===== config.mk =====
export PLATFORM = sky130hd
export DESIGN_NAME = dmem_arbiter_flat
export DESIGN_NICKNAME = d
export VERILOG_FILES = /design/src/rtl/dmem_arbiter_if.sv /design/src/rtl/dmem_arbiter.sv /design/src/flat_wrapper.sv
export SDC_FILE = /design/constraint.sdc
export NUM_CORES = 1
export LEC_CHECK = 0
export ABC_AREA = 1
export CAP_MARGIN = 10
export CORE_UTILIZATION = 36
export DETAILED_ROUTE_END_ITERATION = 7
export PLACE_DENSITY = 0.8
export SKIP_CTS_REPAIR_TIMING = 1
export SLEW_MARGIN = 15
export SYNTH_ARGS = -nofsm -noshare
export SYNTH_HDL_FRONTEND = slang
export SYNTH_SLANG_ARGS = --single-unit

===== constraint.sdc =====
create_clock -name clk -period 4.5 [get_ports clk]
set_input_delay 0.9 -clock clk [delete_from_list [all_inputs] [get_ports clk]]
set_output_delay 0.9 -clock clk [all_outputs]
set_load 0.01 [all_outputs]

===== src/rtl/dmem_arbiter_if.sv =====
// dmem_arbiter_if: two requester ports plus data-memory control bundle
interface dmem_arbiter_if;
    logic        req0, req1, we0, we1;
    logic [31:0] addr0, addr1, wdata0, wdata1;
    logic [2:0]  mask0, mask1;
    logic        ack0, ack1, err0, err1;
    logic [31:0] rdata0, rdata1;
    logic [31:0] mem_addr, mem_wdata, mem_rdata;
    logic        mem_wr, mem_rd;
    logic [2:0]  mem_mask;
    logic        busy;

    modport slave (
        input  req0, req1, we0, we1, addr0, addr1, wdata0, wdata1, mask0, mask1, mem_rdata,
        output ack0, ack1, err0, err1, rdata0, rdata1,
               mem_addr, mem_wdata, mem_wr, mem_rd, mem_mask, busy
    );

    modport master (
        output req0, req1, we0, we1, addr0, addr1, wdata0, wdata1, mask0, mask1, mem_rdata,
        input  ack0, ack1, err0, err1, rdata0, rdata1,
               mem_addr, mem_wdata, mem_wr, mem_rd, mem_mask, busy
    );
endinterface


===== src/rtl/dmem_arbiter.sv =====
// dmem_arbiter: round-robin two-port sequencer in front of the data memory
module dmem_arbiter #(
    parameter int MEM_WORDS  = 256,
    parameter bit RESET_PRIO = 1'b0
) (
    input logic clk,
    input logic rst,
    dmem_arbiter_if.slave bus
);
    typedef enum logic [1:0] {IDLE, ACCESS, RESP, ERR} state_t;

    state_t      state, state_nx;
    logic        ptr, gid, gnt, any_req, illegal, sel_we;
    logic [31:0] sel_addr, sel_wdata;
    logic [2:0]  sel_mask;

    always_comb begin
        any_req   = bus.req0 | bus.req1;
        gnt       = (bus.req0 & bus.req1) ? ptr : bus.req1;
        sel_we    = gnt ? bus.we1 : bus.we0;
        sel_addr  = gnt ? bus.addr1 : bus.addr0;
        sel_wdata = gnt ? bus.wdata1 : bus.wdata0;
        sel_mask  = gnt ? bus.mask1 : bus.mask0;
        illegal   = !(sel_mask inside {3'b000, 3'b001, 3'b010, 3'b100, 3'b101})
                  || (sel_we && sel_mask[2])
                  || (sel_mask == 3'b010 && sel_addr[1:0] != 2'b00)
                  || (sel_mask[1:0] == 2'b01 && sel_addr[0])
                  || (sel_addr[31:2] >= 30'(MEM_WORDS));
    end

    always_ff @(posedge clk or posedge rst) begin
        if (rst) state <= IDLE;
        else     state <= state_nx;
    end

    always_comb begin
        state_nx = (state == IDLE)   ? (any_req ? (illegal ? ERR : ACCESS) : IDLE) :
                   (state == ACCESS) ? RESP : IDLE;
    end

    always_comb begin
        bus.ack0 = (state == RESP || state == ERR) && !gid;
        bus.ack1 = (state == RESP || state == ERR) && gid;
        bus.err0 = (state == ERR) && !gid;
        bus.err1 = (state == ERR) && gid;
        bus.busy = (state == ACCESS) || (state == RESP);
    end

    // Rejected requests are latched too but never assert mem_wr/mem_rd
    always_ff @(posedge clk or posedge rst) begin
        if (rst) begin
            ptr           <= RESET_PRIO;
            gid           <= 1'b0;
            bus.mem_addr  <= '0;
            bus.mem_wdata <= '0;
            bus.mem_mask  <= '0;
            bus.mem_wr    <= 1'b0;
            bus.mem_rd    <= 1'b0;
            bus.rdata0    <= '0;
            bus.rdata1    <= '0;
        end else begin
            if (state == IDLE && any_req) begin
                gid           <= gnt;
                bus.mem_addr  <= sel_addr;
                bus.mem_wdata <= sel_wdata;
                bus.mem_mask  <= sel_mask;
                bus.mem_wr    <= !illegal && sel_we;
                bus.mem_rd    <= !illegal && !sel_we;
            end
            if (state == ACCESS) begin
                if (bus.mem_rd && !gid) bus.rdata0 <= bus.mem_rdata;
                if (bus.mem_rd && gid)  bus.rdata1 <= bus.mem_rdata;
                bus.mem_wr <= 1'b0;
                bus.mem_rd <= 1'b0;
            end
            if (state == RESP || state == ERR) ptr <= !gid;
        end
    end
endmodule

===== src/flat_wrapper.sv =====
// flat-port wrapper written by rule: the top's interface ports become plain ports
module dmem_arbiter_flat 
#(
    parameter int MEM_WORDS  = 256,
    parameter bit RESET_PRIO = 1'b0
)
  (clk, rst, bus_req0, bus_req1, bus_we0, bus_we1, bus_addr0, bus_addr1, bus_wdata0, bus_wdata1, bus_mask0, bus_mask1, bus_mem_rdata, bus_ack0, bus_ack1, bus_err0, bus_err1, bus_rdata0, bus_rdata1, bus_mem_addr, bus_mem_wdata, bus_mem_wr, bus_mem_rd, bus_mem_mask, bus_busy);
  dmem_arbiter_if bus_i ();
  input logic clk;
  input logic rst;
  input wire logic [$bits(bus_i.req0)-1:0] bus_req0;
  input wire logic [$bits(bus_i.req1)-1:0] bus_req1;
  input wire logic [$bits(bus_i.we0)-1:0] bus_we0;
  input wire logic [$bits(bus_i.we1)-1:0] bus_we1;
  input wire logic [$bits(bus_i.addr0)-1:0] bus_addr0;
  input wire logic [$bits(bus_i.addr1)-1:0] bus_addr1;
  input wire logic [$bits(bus_i.wdata0)-1:0] bus_wdata0;
  input wire logic [$bits(bus_i.wdata1)-1:0] bus_wdata1;
  input wire logic [$bits(bus_i.mask0)-1:0] bus_mask0;
  input wire logic [$bits(bus_i.mask1)-1:0] bus_mask1;
  input wire logic [$bits(bus_i.mem_rdata)-1:0] bus_mem_rdata;
  output wire logic [$bits(bus_i.ack0)-1:0] bus_ack0;
  output wire logic [$bits(bus_i.ack1)-1:0] bus_ack1;
  output wire logic [$bits(bus_i.err0)-1:0] bus_err0;
  output wire logic [$bits(bus_i.err1)-1:0] bus_err1;
  output wire logic [$bits(bus_i.rdata0)-1:0] bus_rdata0;
  output wire logic [$bits(bus_i.rdata1)-1:0] bus_rdata1;
  output wire logic [$bits(bus_i.mem_addr)-1:0] bus_mem_addr;
  output wire logic [$bits(bus_i.mem_wdata)-1:0] bus_mem_wdata;
  output wire logic [$bits(bus_i.mem_wr)-1:0] bus_mem_wr;
  output wire logic [$bits(bus_i.mem_rd)-1:0] bus_mem_rd;
  output wire logic [$bits(bus_i.mem_mask)-1:0] bus_mem_mask;
  output wire logic [$bits(bus_i.busy)-1:0] bus_busy;
  assign bus_i.req0 = bus_req0;
  assign bus_i.req1 = bus_req1;
  assign bus_i.we0 = bus_we0;
  assign bus_i.we1 = bus_we1;
  assign bus_i.addr0 = bus_addr0;
  assign bus_i.addr1 = bus_addr1;
  assign bus_i.wdata0 = bus_wdata0;
  assign bus_i.wdata1 = bus_wdata1;
  assign bus_i.mask0 = bus_mask0;
  assign bus_i.mask1 = bus_mask1;
  assign bus_i.mem_rdata = bus_mem_rdata;
  assign bus_ack0 = bus_i.ack0;
  assign bus_ack1 = bus_i.ack1;
  assign bus_err0 = bus_i.err0;
  assign bus_err1 = bus_i.err1;
  assign bus_rdata0 = bus_i.rdata0;
  assign bus_rdata1 = bus_i.rdata1;
  assign bus_mem_addr = bus_i.mem_addr;
  assign bus_mem_wdata = bus_i.mem_wdata;
  assign bus_mem_wr = bus_i.mem_wr;
  assign bus_mem_rd = bus_i.mem_rd;
  assign bus_mem_mask = bus_i.mem_mask;
  assign bus_busy = bus_i.busy;
  dmem_arbiter #(.MEM_WORDS(MEM_WORDS), .RESET_PRIO(RESET_PRIO)) u_core (.clk(clk), .rst(rst), .bus(bus_i));
endmodule

==> results.toml <==
[timing]
finalCriticalPeriod_ps = 3060
period_share_pct = 68.0
worst_pin_slew_ps = 1100
maxSlewHeadroom_pct = 26.7
finalHoldViolations = 0
fmax_ghz = 0.327
slew_violations = 0
finalClockSkew_ps = 7.01
setup_viol = 0
rsz0062_at_grt = "no"
setup_tns_ps = 0

[final_layout]
nets = 1186
finalInstanceArea_mm2 = 0.00988
area_delta_synth_final_pct = 65.0
instances_no_fill = 1239
layout-drive-gt1-share_pct = 4.59
final_common_cell = "clkdlybuf4s50_1"
final_cell_mix = "clkdlybuf4s50_1, nand2_1, dfrtp_1, o21ai_0, nor2_1"
diodes = 0

[pwr]
power_mw = 5.14
leakagePower_nw = 4.55
power_density_mw_per_mm2 = 520
peakVddDrop_v = 0.000315

[drt]
drt-initial-drc-count = 364
wl_um = 19300
vias = 5962
post_drt_wl_per_cell_um = 15.5
postRouteAntennaNets = 0
firstDrtPassIters = 5
drc = 0
viasPerCell = 4.81

[setup_path]
cp.arrival_ps = 3360
required_ps = 4800
endpoint_kind = "register"
worstSetupPathType = "in -> reg"
critPathMaxFanout = 48
startpoint_type = "input port"

[outcome]
status = "finished, final reports clean"

[yosys]
yosysSeqAreaShare_pct = 57.2
synthSimpleGateAreaFrac_pct = 20.3
syn_area_per_cell_um2 = 8.35
async_flop_share_pct = 100
synthAdderAreaFrac_pct = 0.835
dominantRegCellSynth = "dfrtp_1"
synth-edff-count = 0
synthMuxAreaShare_pct = 0
syn_inst = 718
synth_top_family_by_area = "simple AND/OR/NAND/NOR gates"
synth_compound_area_share_pct = 14.9
ys_warn_count = 0
syn_nets = 894
synth-seq-cells = 137
synth_area_mm2 = 0.00599
synth_cell_types = 22
synthXorXnorAreaFrac_pct = 0

[place]
routabilityCongestion = 0.852
place_area_mm2 = 0.00927
portBuffers = 309
place_hpwl_um = 14100
dp_cells = 1206

[floorplanning]
core_mm2 = 0.0161
die_width_um = 131
dieArea_mm2 = 0.0172
rows = 46
dieHeight_um = 131
io_pins = 310
start_util_pct = 37.3

[clock_tree]
clock_latency_ps = 410
clkSinkCount = 137
cts_buffers = 17
clockBufferDepth = 2
cts-root-buf = "clkbuf_16"
cts_max_level = 4
clkTransAtPathRegs_ps = 60
cts_tree = "done"

[run]
cap_violations = 0

[global_route]
grt_util_all_layers_pct = 22.4
grt_pass1_wl_um = 28800
grt_max_degree = 73
antenna_found_initial = 0
grt_pass1_vias = 5708
grt_overflow_total = 0

[worst_hold_path]
hp-class = "reg -> reg"
==> power by group <==
part | switching (mW) | leakage [nW] | internal [mW]
registers | 0.192 | 1.40 | 1.56
logic | 0.996 | 2.86 | 0.985
clock network | 0.566 | 0.293 | 0.843
==> cells by family after synthesis <==
group / count (synthesis)
AND/OR/NAND/NOR: 308
AO/OA/AOI/OAI: 171
flip-flops: 137
buffers and inverters: 98
adder cells (fa/ha/maj): 4
==> flip-flops by register name, indices dropped and copies added, names as in the netlist, 2 cells and up <==
register,flops
u_core.bus.mem_addr,32
u_core.bus.mem_wdata,32
u_core.bus.rdata0,32
u_core.bus.rdata1,32
u_core.bus.mem_mask,3
u_core.state,2
==> layout make-up <==
cell class	count	area [um2]
repair buffers	316	3200
flip-flops and latches	137	3430
clock inverters	14	156
clock buffers	18	439
multi-input cells	483	2180
well taps	216	270
inverters	55	210
fillers	1360	6170
==> routing by layer <==
layer | share of wire (%) | vias to the layer above | wire length (um) | global-route usage (%)
met1 | 39 | 2765 | 7490 | 25.3
met3 | 9.8 | 35 | 1880 | 8.14
met2 | 49 | 261 | 9370 | 38.1
li1 | - | 2901 | - | -
met4 | 2.6 | 0 | 506 | 9.40
met5 | 0 | - | 0 | 0
==> Yosys cell counts, types with 2 or more instances <==
library cell / n / share of area, %
nand2_1: 211 / 13
dfrtp_1: 137 / 57
o21ai_0: 77 / 6.4
nor2_1: 70 / 4.4
a21oi_1: 65 / 5.4
inv_1: 54 / 3.4
clkbuf_1: 25 / 1.6
a31oi_1: 22 / 2.3
buf_2: 14 / 1.2
nand3_1: 13 / 1.1
nand3b_1: 7 / 0.88
o21ai_1: 5 / 0.42
ha_1: 4 / 0.84
buf_4: 3 / 0.38
nand4_1: 3 / 0.31
nand2_2: 2 / 0.21
==> critical path, stage by stage <==
cell and delay, ps:
clkdlybuf4s50_1 910, nand2_2 500, buf_12 340, nand2_1 100, nand2_1 60, nor2_1 80, nand2_1 50, nor2_1 170
nand3_1 110, nand2_1 70, nand2_1 40
==> stage by stage <==
stage,utilization (%),setup slack [ps],hold WS [ps]
detailed placement,57.7,1030,473
floorplan,-,1890,513
finish,61.6,1440,484
CTS,61.4,1460,488
global route,61.6,1250,506
global placement,57.7,1150,465
==> final timing paths <==
check / from / endpoint / slack [ps] / cells past startpoint
max: bus_req1 / u_core.state[1] / 1440 / 11
min: u_core.bus.rdata1[3] / u_core.bus.rdata1[3] / 480 / 2
max reg2reg: u_core.state[1] / u_core.bus.rdata0[4] / 2000 / 4
min reg2reg: u_core.bus.rdata1[3] / u_core.bus.rdata1[3] / 480 / 2
max in group asynchronous: rst / u_core.bus.mem_wdata[12] / 2680 / 3
min in group asynchronous: rst / u_core.bus.rdata0[29] / 900 / 2
No activity file was read; power rests on OpenSTA's default activity.
